$ cat src/rtl/instr_fetch_unit_pkg.sv
// Shared fetch-stage types and constants for the MIPS datapath.
// The opcode field bounds are the ones the Decoder uses on instr_op_i.
package if_pkg;

    localparam int          IF_ADDR_W   = 32;
    localparam int          IF_INSTR_W  = 32;
    localparam logic [31:0] IF_RESET_PC = 32'h0000_0000;

    localparam int OP_FIELD_HI = 31;
    localparam int OP_FIELD_LO = 26;

    typedef enum logic [1:0] {
        S_IDLE = 2'd0,
        S_REQ  = 2'd1,
        S_HOLD = 2'd2
    } fetch_state_e;

endpackage : if_pkg

$ cat src/rtl/instr_fetch_unit_if.sv
// Bundle of the instruction-memory and decode-side handshakes of the fetch stage.
// The master view belongs to the fetch unit; the slave view to memory, decode and redirect sources.
interface instr_fetch_unit_if
    import if_pkg::*;
#(
    parameter int ADDR_W  = IF_ADDR_W,
    parameter int INSTR_W = IF_INSTR_W
);

    logic               imem_req_o;
    logic [ADDR_W-1:0]  imem_addr_o;
    logic               imem_ack_i;
    logic [INSTR_W-1:0] imem_rdata_i;

    logic               redirect_i;
    logic [ADDR_W-1:0]  redirect_pc_i;

    logic               instr_valid_o;
    logic               instr_ready_i;
    logic [INSTR_W-1:0] instr_o;
    logic [ADDR_W-1:0]  pc_o;
    logic [ADDR_W-1:0]  pc_plus4_o;

    modport master (
        output imem_req_o, imem_addr_o,
        input  imem_ack_i, imem_rdata_i,
        input  redirect_i, redirect_pc_i,
        output instr_valid_o, instr_o, pc_o, pc_plus4_o,
        input  instr_ready_i
    );

    modport slave (
        input  imem_req_o, imem_addr_o,
        output imem_ack_i, imem_rdata_i,
        output redirect_i, redirect_pc_i,
        input  instr_valid_o, instr_o, pc_o, pc_plus4_o,
        output instr_ready_i
    );

endinterface : instr_fetch_unit_if

$ cat src/rtl/instr_fetch_unit_out_reg.sv
// Holding register presenting one fetched instruction, its PC and PC+4 to decode.
// Load has priority over clear; with neither asserted the contents are held.
module if_out_reg
    import if_pkg::*;
#(
    parameter int                ADDR_W   = IF_ADDR_W,
    parameter int                INSTR_W  = IF_INSTR_W,
    parameter logic [ADDR_W-1:0] RESET_PC = ADDR_W'(IF_RESET_PC)
) (
    input  logic               clk_i,
    input  logic               rst_i,
    input  logic               i_load,
    input  logic               i_clear,
    input  logic [INSTR_W-1:0] i_instr,
    input  logic [ADDR_W-1:0]  i_pc,
    output logic               o_valid,
    output logic [INSTR_W-1:0] o_instr,
    output logic [ADDR_W-1:0]  o_pc,
    output logic [ADDR_W-1:0]  o_pc_plus4
);

    logic               r_valid;
    logic [INSTR_W-1:0] r_instr;
    logic [ADDR_W-1:0]  r_pc;
    logic [ADDR_W-1:0]  r_pc_plus4;

    // NOTE: state registers use non-blocking assignments so every flop samples pre-edge values.
    always_ff @(posedge clk_i or posedge rst_i) begin
        if (rst_i) begin
            r_valid    <= 1'b0;
            r_instr    <= '0;
            r_pc       <= RESET_PC;
            r_pc_plus4 <= RESET_PC + ADDR_W'(4);
        end else if (i_load) begin
            r_valid    <= 1'b1;
            r_instr    <= i_instr;
            r_pc       <= i_pc;
            r_pc_plus4 <= i_pc + ADDR_W'(4);
        end else if (i_clear) begin
            r_valid    <= 1'b0;
        end
    end

    assign o_valid    = r_valid;
    assign o_instr    = r_instr;
    assign o_pc       = r_pc;
    assign o_pc_plus4 = r_pc_plus4;

endmodule : if_out_reg

$ cat src/rtl/instr_fetch_unit.sv
// Fetch stage: owns the PC, issues one imem request at a time, hands instructions to decode.
// Define IF_PERF_CNT_EN to add saturating fetch/flush counters on fetch_cnt_o/flush_cnt_o.
module instr_fetch_unit
    import if_pkg::*;
#(
    parameter int                ADDR_W   = IF_ADDR_W,
    parameter int                INSTR_W  = IF_INSTR_W,
    parameter logic [ADDR_W-1:0] RESET_PC = ADDR_W'(IF_RESET_PC)
) (
    input  logic               clk_i,
    input  logic               rst_i,
    instr_fetch_unit_if.master bus
`ifdef IF_PERF_CNT_EN
    ,
    output logic [31:0]        fetch_cnt_o,
    output logic [31:0]        flush_cnt_o
`endif
);

    localparam logic [1:0] ST_IDLE = S_IDLE;
    localparam logic [1:0] ST_REQ  = S_REQ;
    localparam logic [1:0] ST_HOLD = S_HOLD;

    logic [1:0]        r_state,   w_state_nxt;
    logic [ADDR_W-1:0] r_pc,      w_pc_nxt;
    logic [ADDR_W-1:0] r_addr,    w_addr_nxt;
    logic              r_discard, w_discard_nxt;

    logic              w_out_load;
    logic              w_out_clear;
    logic              w_ack;
    logic              w_redirect;
    logic [ADDR_W-1:0] w_redirect_pc;
    logic [ADDR_W-1:0] w_pc_plus4;

    assign w_ack         = bus.imem_ack_i;
    assign w_redirect    = bus.redirect_i;
    assign w_redirect_pc = {bus.redirect_pc_i[ADDR_W-1:2], 2'b00};
    assign w_pc_plus4    = r_pc + ADDR_W'(4);

    // NOTE: every always_comb output gets a default first, so no path can infer a latch.
    always_comb begin
        w_state_nxt   = r_state;
        w_pc_nxt      = r_pc;
        w_addr_nxt    = r_addr;
        w_discard_nxt = r_discard;
        w_out_load    = 1'b0;
        w_out_clear   = 1'b0;

        case (r_state)
            ST_IDLE: begin
                w_state_nxt = ST_REQ;
                w_pc_nxt    = w_redirect ? w_redirect_pc : r_pc;
                w_addr_nxt  = w_redirect ? w_redirect_pc : r_pc;
            end

            ST_REQ: begin
                if (w_redirect) begin
                    w_pc_nxt    = w_redirect_pc;
                    w_out_clear = 1'b1;
                    if (w_ack) begin
                        w_discard_nxt = 1'b0;
                        w_addr_nxt    = w_redirect_pc;
                    end else begin
                        // The outstanding request keeps its address; the reply is dropped later.
                        w_discard_nxt = 1'b1;
                    end
                end else if (w_ack) begin
                    if (r_discard) begin
                        w_discard_nxt = 1'b0;
                        w_addr_nxt    = r_pc;
                    end else begin
                        w_out_load  = 1'b1;
                        w_pc_nxt    = w_pc_plus4;
                        w_state_nxt = ST_HOLD;
                    end
                end
            end

            ST_HOLD: begin
                if (w_redirect) begin
                    w_pc_nxt    = w_redirect_pc;
                    w_addr_nxt  = w_redirect_pc;
                    w_out_clear = 1'b1;
                    w_state_nxt = ST_REQ;
                end else if (bus.instr_ready_i) begin
                    w_addr_nxt  = r_pc;
                    w_out_clear = 1'b1;
                    w_state_nxt = ST_REQ;
                end
            end

            default: begin
                w_state_nxt = ST_IDLE;
            end
        endcase
    end

    always_ff @(posedge clk_i or posedge rst_i) begin
        if (rst_i) begin
            r_state   <= ST_IDLE;
            r_pc      <= RESET_PC;
            r_addr    <= RESET_PC;
            r_discard <= 1'b0;
        end else begin
            r_state   <= w_state_nxt;
            r_pc      <= w_pc_nxt;
            r_addr    <= w_addr_nxt;
            r_discard <= w_discard_nxt;
        end
    end

    assign bus.imem_req_o  = (r_state == ST_REQ);
    assign bus.imem_addr_o = r_addr;

    if_out_reg #(
        .ADDR_W   (ADDR_W),
        .INSTR_W  (INSTR_W),
        .RESET_PC (RESET_PC)
    ) u_out_reg (
        .clk_i      (clk_i),
        .rst_i      (rst_i),
        .i_load     (w_out_load),
        .i_clear    (w_out_clear),
        .i_instr    (bus.imem_rdata_i),
        .i_pc       (r_pc),
        .o_valid    (bus.instr_valid_o),
        .o_instr    (bus.instr_o),
        .o_pc       (bus.pc_o),
        .o_pc_plus4 (bus.pc_plus4_o)
    );

`ifdef IF_PERF_CNT_EN
    logic [31:0] r_fetch_cnt;
    logic [31:0] r_flush_cnt;
    logic        w_accept;

    assign w_accept = bus.instr_valid_o & bus.instr_ready_i & ~w_redirect;

    always_ff @(posedge clk_i or posedge rst_i) begin
        if (rst_i) begin
            r_fetch_cnt <= '0;
            r_flush_cnt <= '0;
        end else begin
            if (w_accept && (r_fetch_cnt != '1)) begin
                r_fetch_cnt <= r_fetch_cnt + 32'd1;
            end
            if (w_redirect && (r_flush_cnt != '1)) begin
                r_flush_cnt <= r_flush_cnt + 32'd1;
            end
        end
    end

    assign fetch_cnt_o = r_fetch_cnt;
    assign flush_cnt_o = r_flush_cnt;
`endif

endmodule : instr_fetch_unit

$ cat src/flat_wrapper.sv
// flat-port wrapper written by rule: the top's interface ports become plain ports
module instr_fetch_unit_flat import if_pkg::*;
#(
    parameter int                ADDR_W   = IF_ADDR_W,
    parameter int                INSTR_W  = IF_INSTR_W,
    parameter logic [ADDR_W-1:0] RESET_PC = ADDR_W'(IF_RESET_PC)
)
  (clk_i, rst_i, bus_imem_req_o, bus_imem_addr_o, bus_imem_ack_i, bus_imem_rdata_i, bus_redirect_i, bus_redirect_pc_i, bus_instr_valid_o, bus_instr_o, bus_pc_o, bus_pc_plus4_o, bus_instr_ready_i);
  instr_fetch_unit_if #(.ADDR_W(ADDR_W), .INSTR_W(INSTR_W)) bus_i ();
  input  logic clk_i;
  input  logic rst_i;
  output wire logic [$bits(bus_i.imem_req_o)-1:0] bus_imem_req_o;
  output wire logic [$bits(bus_i.imem_addr_o)-1:0] bus_imem_addr_o;
  input wire logic [$bits(bus_i.imem_ack_i)-1:0] bus_imem_ack_i;
  input wire logic [$bits(bus_i.imem_rdata_i)-1:0] bus_imem_rdata_i;
  input wire logic [$bits(bus_i.redirect_i)-1:0] bus_redirect_i;
  input wire logic [$bits(bus_i.redirect_pc_i)-1:0] bus_redirect_pc_i;
  output wire logic [$bits(bus_i.instr_valid_o)-1:0] bus_instr_valid_o;
  output wire logic [$bits(bus_i.instr_o)-1:0] bus_instr_o;
  output wire logic [$bits(bus_i.pc_o)-1:0] bus_pc_o;
  output wire logic [$bits(bus_i.pc_plus4_o)-1:0] bus_pc_plus4_o;
  input wire logic [$bits(bus_i.instr_ready_i)-1:0] bus_instr_ready_i;
  assign bus_imem_req_o = bus_i.imem_req_o;
  assign bus_imem_addr_o = bus_i.imem_addr_o;
  assign bus_i.imem_ack_i = bus_imem_ack_i;
  assign bus_i.imem_rdata_i = bus_imem_rdata_i;
  assign bus_i.redirect_i = bus_redirect_i;
  assign bus_i.redirect_pc_i = bus_redirect_pc_i;
  assign bus_instr_valid_o = bus_i.instr_valid_o;
  assign bus_instr_o = bus_i.instr_o;
  assign bus_pc_o = bus_i.pc_o;
  assign bus_pc_plus4_o = bus_i.pc_plus4_o;
  assign bus_i.instr_ready_i = bus_instr_ready_i;
  instr_fetch_unit #(.ADDR_W(ADDR_W), .INSTR_W(INSTR_W), .RESET_PC(RESET_PC)) u_core (.clk_i(clk_i), .rst_i(rst_i), .bus(bus_i));
endmodule
$ cat config.mk
export PLATFORM = sky130hd
export DESIGN_NAME = instr_fetch_unit_flat
export DESIGN_NICKNAME = d
export VERILOG_FILES = /design/src/rtl/instr_fetch_unit_pkg.sv /design/src/rtl/instr_fetch_unit_if.sv /design/src/rtl/instr_fetch_unit_out_reg.sv /design/src/rtl/instr_fetch_unit.sv /design/src/flat_wrapper.sv
export SDC_FILE = /design/constraint.sdc
export NUM_CORES = 1
export LEC_CHECK = 0
export BUFFER_PORTS_ARGS = -buffer_cell sky130_fd_sc_hd__buf_4
export CAP_MARGIN = 30
export CORE_MARGIN = 4
export CORE_UTILIZATION = 30
export DETAILED_ROUTE_END_ITERATION = 10
export GPL_TIMING_DRIVEN = 0
export SLEW_MARGIN = 20
export SYNTH_ARGS = -nofsm -noshare
export SYNTH_HDL_FRONTEND = slang
export SYNTH_SLANG_ARGS = --single-unit
$ cat constraint.sdc
create_clock -name clk_i -period 5.47 [get_ports clk_i]
set_input_delay 1.094 -clock clk_i [delete_from_list [all_inputs] [get_ports clk_i]]
set_output_delay 1.094 -clock clk_i [all_outputs]
set_load 0.02 [all_outputs]
==> out/qor.yml <==
netlist_area_um2: 7650
clock.fmax_mhz: 360
worst_slack_ps: 2690
p_sw_mw: 2.77
place_hpwl_um: 18400
drc: 0
cts_tree: "yes"
cts_buffers: 17
worstMarginPinSlew_ps: 830
hold_class: "register to register"
async_flop_share_pct: 100
worstHoldStart: "u_core.u_out_reg.o_instr[24]$_DFFE_PP0P_"
design_area_um2: 10200
seq_area_um2: 4060
grt_pass1_wl_um: 40000
nets: 1014
cts_resized: 0
overflow: 0
r2r-end: "u_core.u_out_reg.o_pc_plus4[7]$_DFFE_PP0P_"
gr-usage-all-layers_pct: 18.0
critPathKind: "register to register"
post_cts_buffers: 0
outcome: "complete, no violations"
hold_violations: 0
dp_slack_ps: 2240
clk_latency_ps: 430
p_per_area_nw_per_um2: 637
die_x_um: 168
antenna_found_initial: 0
start_util_pct: 30.5
grt_pass1_vias: 6712
globalplace.congestion: 0.866
wl_per_cell_um: 19.9
rows: 58
p_sw_share_pct: 42.7
finalWirelength_um: 25500
n_antenna_cell: 0
route.vias.total: 6519
period_needed_ps: 2780
yosysWarnings: 0
skew_ps: 11.6
root_buffer: "clkbuf_16"
peakVddDrop_uv: 235
postCtsHoldBufs: 0
synth_seq_cells: 162
numPortBuffers: 195
vias_per_cell: 5.09
max_slew_margin_pct: 44.6
placed_area_um2: 9570
clk_path_buf_depth: 2
fin_crit_sh_pct: 50.8
seqPwrFrac_pct: 33.2
clk_pin_slew_ps: 70
n_fill_cell: 2546
r2r_cells: 10
total_leakage_power_nw: 4.49
io_pins: 199
synth_edf_count: 0
cp-end-kind: "register"
slew_violations: 0
die_height_um: 168
final_layout_size_suffix_gt1_share_pct: 31.6
rsz0062_at_grt: "false"
multi_input_area_um2: 3290
synthFlopType: "dfrtp_1"
hold_depth: 1
setup_violations: 0
p_int_mw: 3.72
required_ps: 5760
worstPathMaxFanout: 10
drt-initial-drc-count: 519
grt_max_degree: 88
ant_nets: 0
hold_end: "u_core.u_out_reg.o_instr[24]$_DFFE_PP0P_"
yosysSeqAreaShare_pct: 53.0
max-cap-violations: 0
postSynthCellCount: 724
power_frac_comb_pct: 47.7
cts.sink_count: 162
syn_nets: 798
core-area_um2: 25100
dr.pass1.iters: 5
clockPowerShare_pct: 19.1
htreeDepth: 4
r2r_start: "u_core.r_state[1]$_DFFE_PP0P_"
syn_avg_cell_area_um2: 10.6
crit_arrival_ps: 3070
syn_to_final_growth_pct: 33.0
synth.distinct_cells: 58
rrSetupSlack_ps: 2690
cp-start-kind: "register"
dieArea_um2: 28100
-- metrics by stage --
step / utilization [%] / power, mW / hold slack, ps / setup TNS (ps) / std cells
after floorplan: - / 3.89 / 481 / 0 / 724
after global routing: 40.5 / 6.89 / 499 / 0 / 1282
final: 40.5 / 6.48 / 483 / 0 / 1282
after CTS: 40.5 / 6.55 / 491 / 0 / 1282
after detailed placement: 38.1 / 5.28 / 476 / 0 / 1251
after global placement: 37.9 / 5.23 / 464 / -352780 / 1249
-- layout make-up --
| cell class | count | share of cell area (%) |
|---|---|---|
| buffer | 59 | 2.66 |
| timing repair buffer | 197 | 14.7 |
| tap | 330 | 4.06 |
| clock inverter | 12 | 1.56 |
| inverter | 10 | 0.443 |
| clock buffer | 19 | 4.36 |
| sequential | 162 | 39.9 |
| multi-input combinational | 493 | 32.3 |
-- cell families after synthesis --
family,count (synthesis),synth area share (%)
AO/OA/AOI/OAI,167,13.0
XOR/XNOR,28,3.21
adder cells (fa/ha/maj),5,0.818
buffers and inverters,69,4.02
flip-flops,162,53.0
multiplexers,91,13.0
AND/OR/NAND/NOR,202,13.0
-- layer usage --
metal,global-route usage (%),wire length [um],vias up
li1,-,-,3018
met1,25.2,11500,3161
met2,27.4,11300,299
met3,4.32,2050,41
met4,6.56,706,0
met5,0,0,-
-- power by group through the flow --
| stage | Sequential (mW) | Clock (mW) | Combinational (mW) |
|---|---|---|---|
| final | 2.15 | 1.24 | 3.09 |
| after global routing | 2.24 | 1.31 | 3.34 |
| after CTS | 2.16 | 1.27 | 3.11 |
| after detailed placement | 2.18 | 0 | 3.10 |
| after global placement | 2.16 | 0 | 3.06 |
| after floorplan | 2.64 | 0 | 1.25 |
-- worst max path at each step --
| stage | from | slack, ps | to |
|---|---|---|---|
| floorplan | rst_i | 1 | u_core.bus.imem_addr_o[0]$_DFFE_PP0P_ |
| global placement | rst_i | -2200 | u_core.bus.imem_addr_o[17]$_DFFE_PP0P_ |
| detailed placement | bus_redirect_i | 2240 | u_core.bus.imem_addr_o[0]$_DFFE_PP0P_ |
| CTS | u_core.r_state[1]$_DFFE_PP0P_ | 2590 | u_core.bus.imem_addr_o[0]$_DFFE_PP0P_ |
| global route | u_core.r_state[1]$_DFFE_PP0P_ | 2390 | u_core.u_out_reg.o_pc_plus4[21]$_DFFE_PP0P_ |
| finish | u_core.r_state[1]$_DFFE_PP0P_ | 2690 | u_core.u_out_reg.o_pc_plus4[7]$_DFFE_PP0P_ |
-- cell usage in the layout, fill, tap and decap left out, drive strengths merged, types with 4 or more instances in the layout --
master and count:
a31oi 4, nand3 20, o31ai 5, xor2 12, ha 5, and3 8, clkinvlp 5, nor3 13
nor2b 5, inv 11, xnor2 16, or3 4, dfrtp 161, nor2 89, o22ai 6, o21ai 25
mux2 65, and4 7, a41o 4, a21oi 93, nand4 16, mux2i 26, clkbuf 43, a211oi 5
buf 232, nand2 29
-- sequential cells by signal, indices dropped and copies added (netlist names) --
signal	flops
u_core.u_out_reg.o_valid	1
u_core.u_out_reg.o_pc_plus4	30
u_core.r_discard	1
u_core.u_out_reg.o_instr	32
u_core.bus.imem_addr_o	32
u_core.r_state	2
u_core.r_pc	32
u_core.u_out_reg.o_pc	32
-- synth_stat cells (all sizes together), types with 4 or more instances --
master	n	area share [%]
a211oi	5	0.49
a21oi	93	6.1
a31oi	4	0.33
a41o	4	0.52
and3	8	0.65
and4	7	0.80
buf	35	2.4
clkbuf	24	1.2
dfrtp	161	53
ha	5	0.82
inv	10	0.49
mux2	65	9.6
mux2i	26	3.4
nand2	29	1.4
nand3	20	1.5
nand4	16	1.6
nor2	89	4.4
nor2b	5	0.41
nor3	13	0.92
o21ai	25	1.6
o22ai	6	0.49
o31ai	5	0.49
or3	4	0.39
xnor2	16	1.8
xor2	12	1.4
-- worst max-delay path, stage by stage (launching register included) --
cell,delay (ps)
dfrtp_1,430
inv_1,90
ha_1,160
buf_2,210
nand2_1,90
nor3_1,470
buf_4,250
buf_2,260
buf_2,260
buf_2,300
a21oi_1,120
Power figures use the tool's default switching activity.
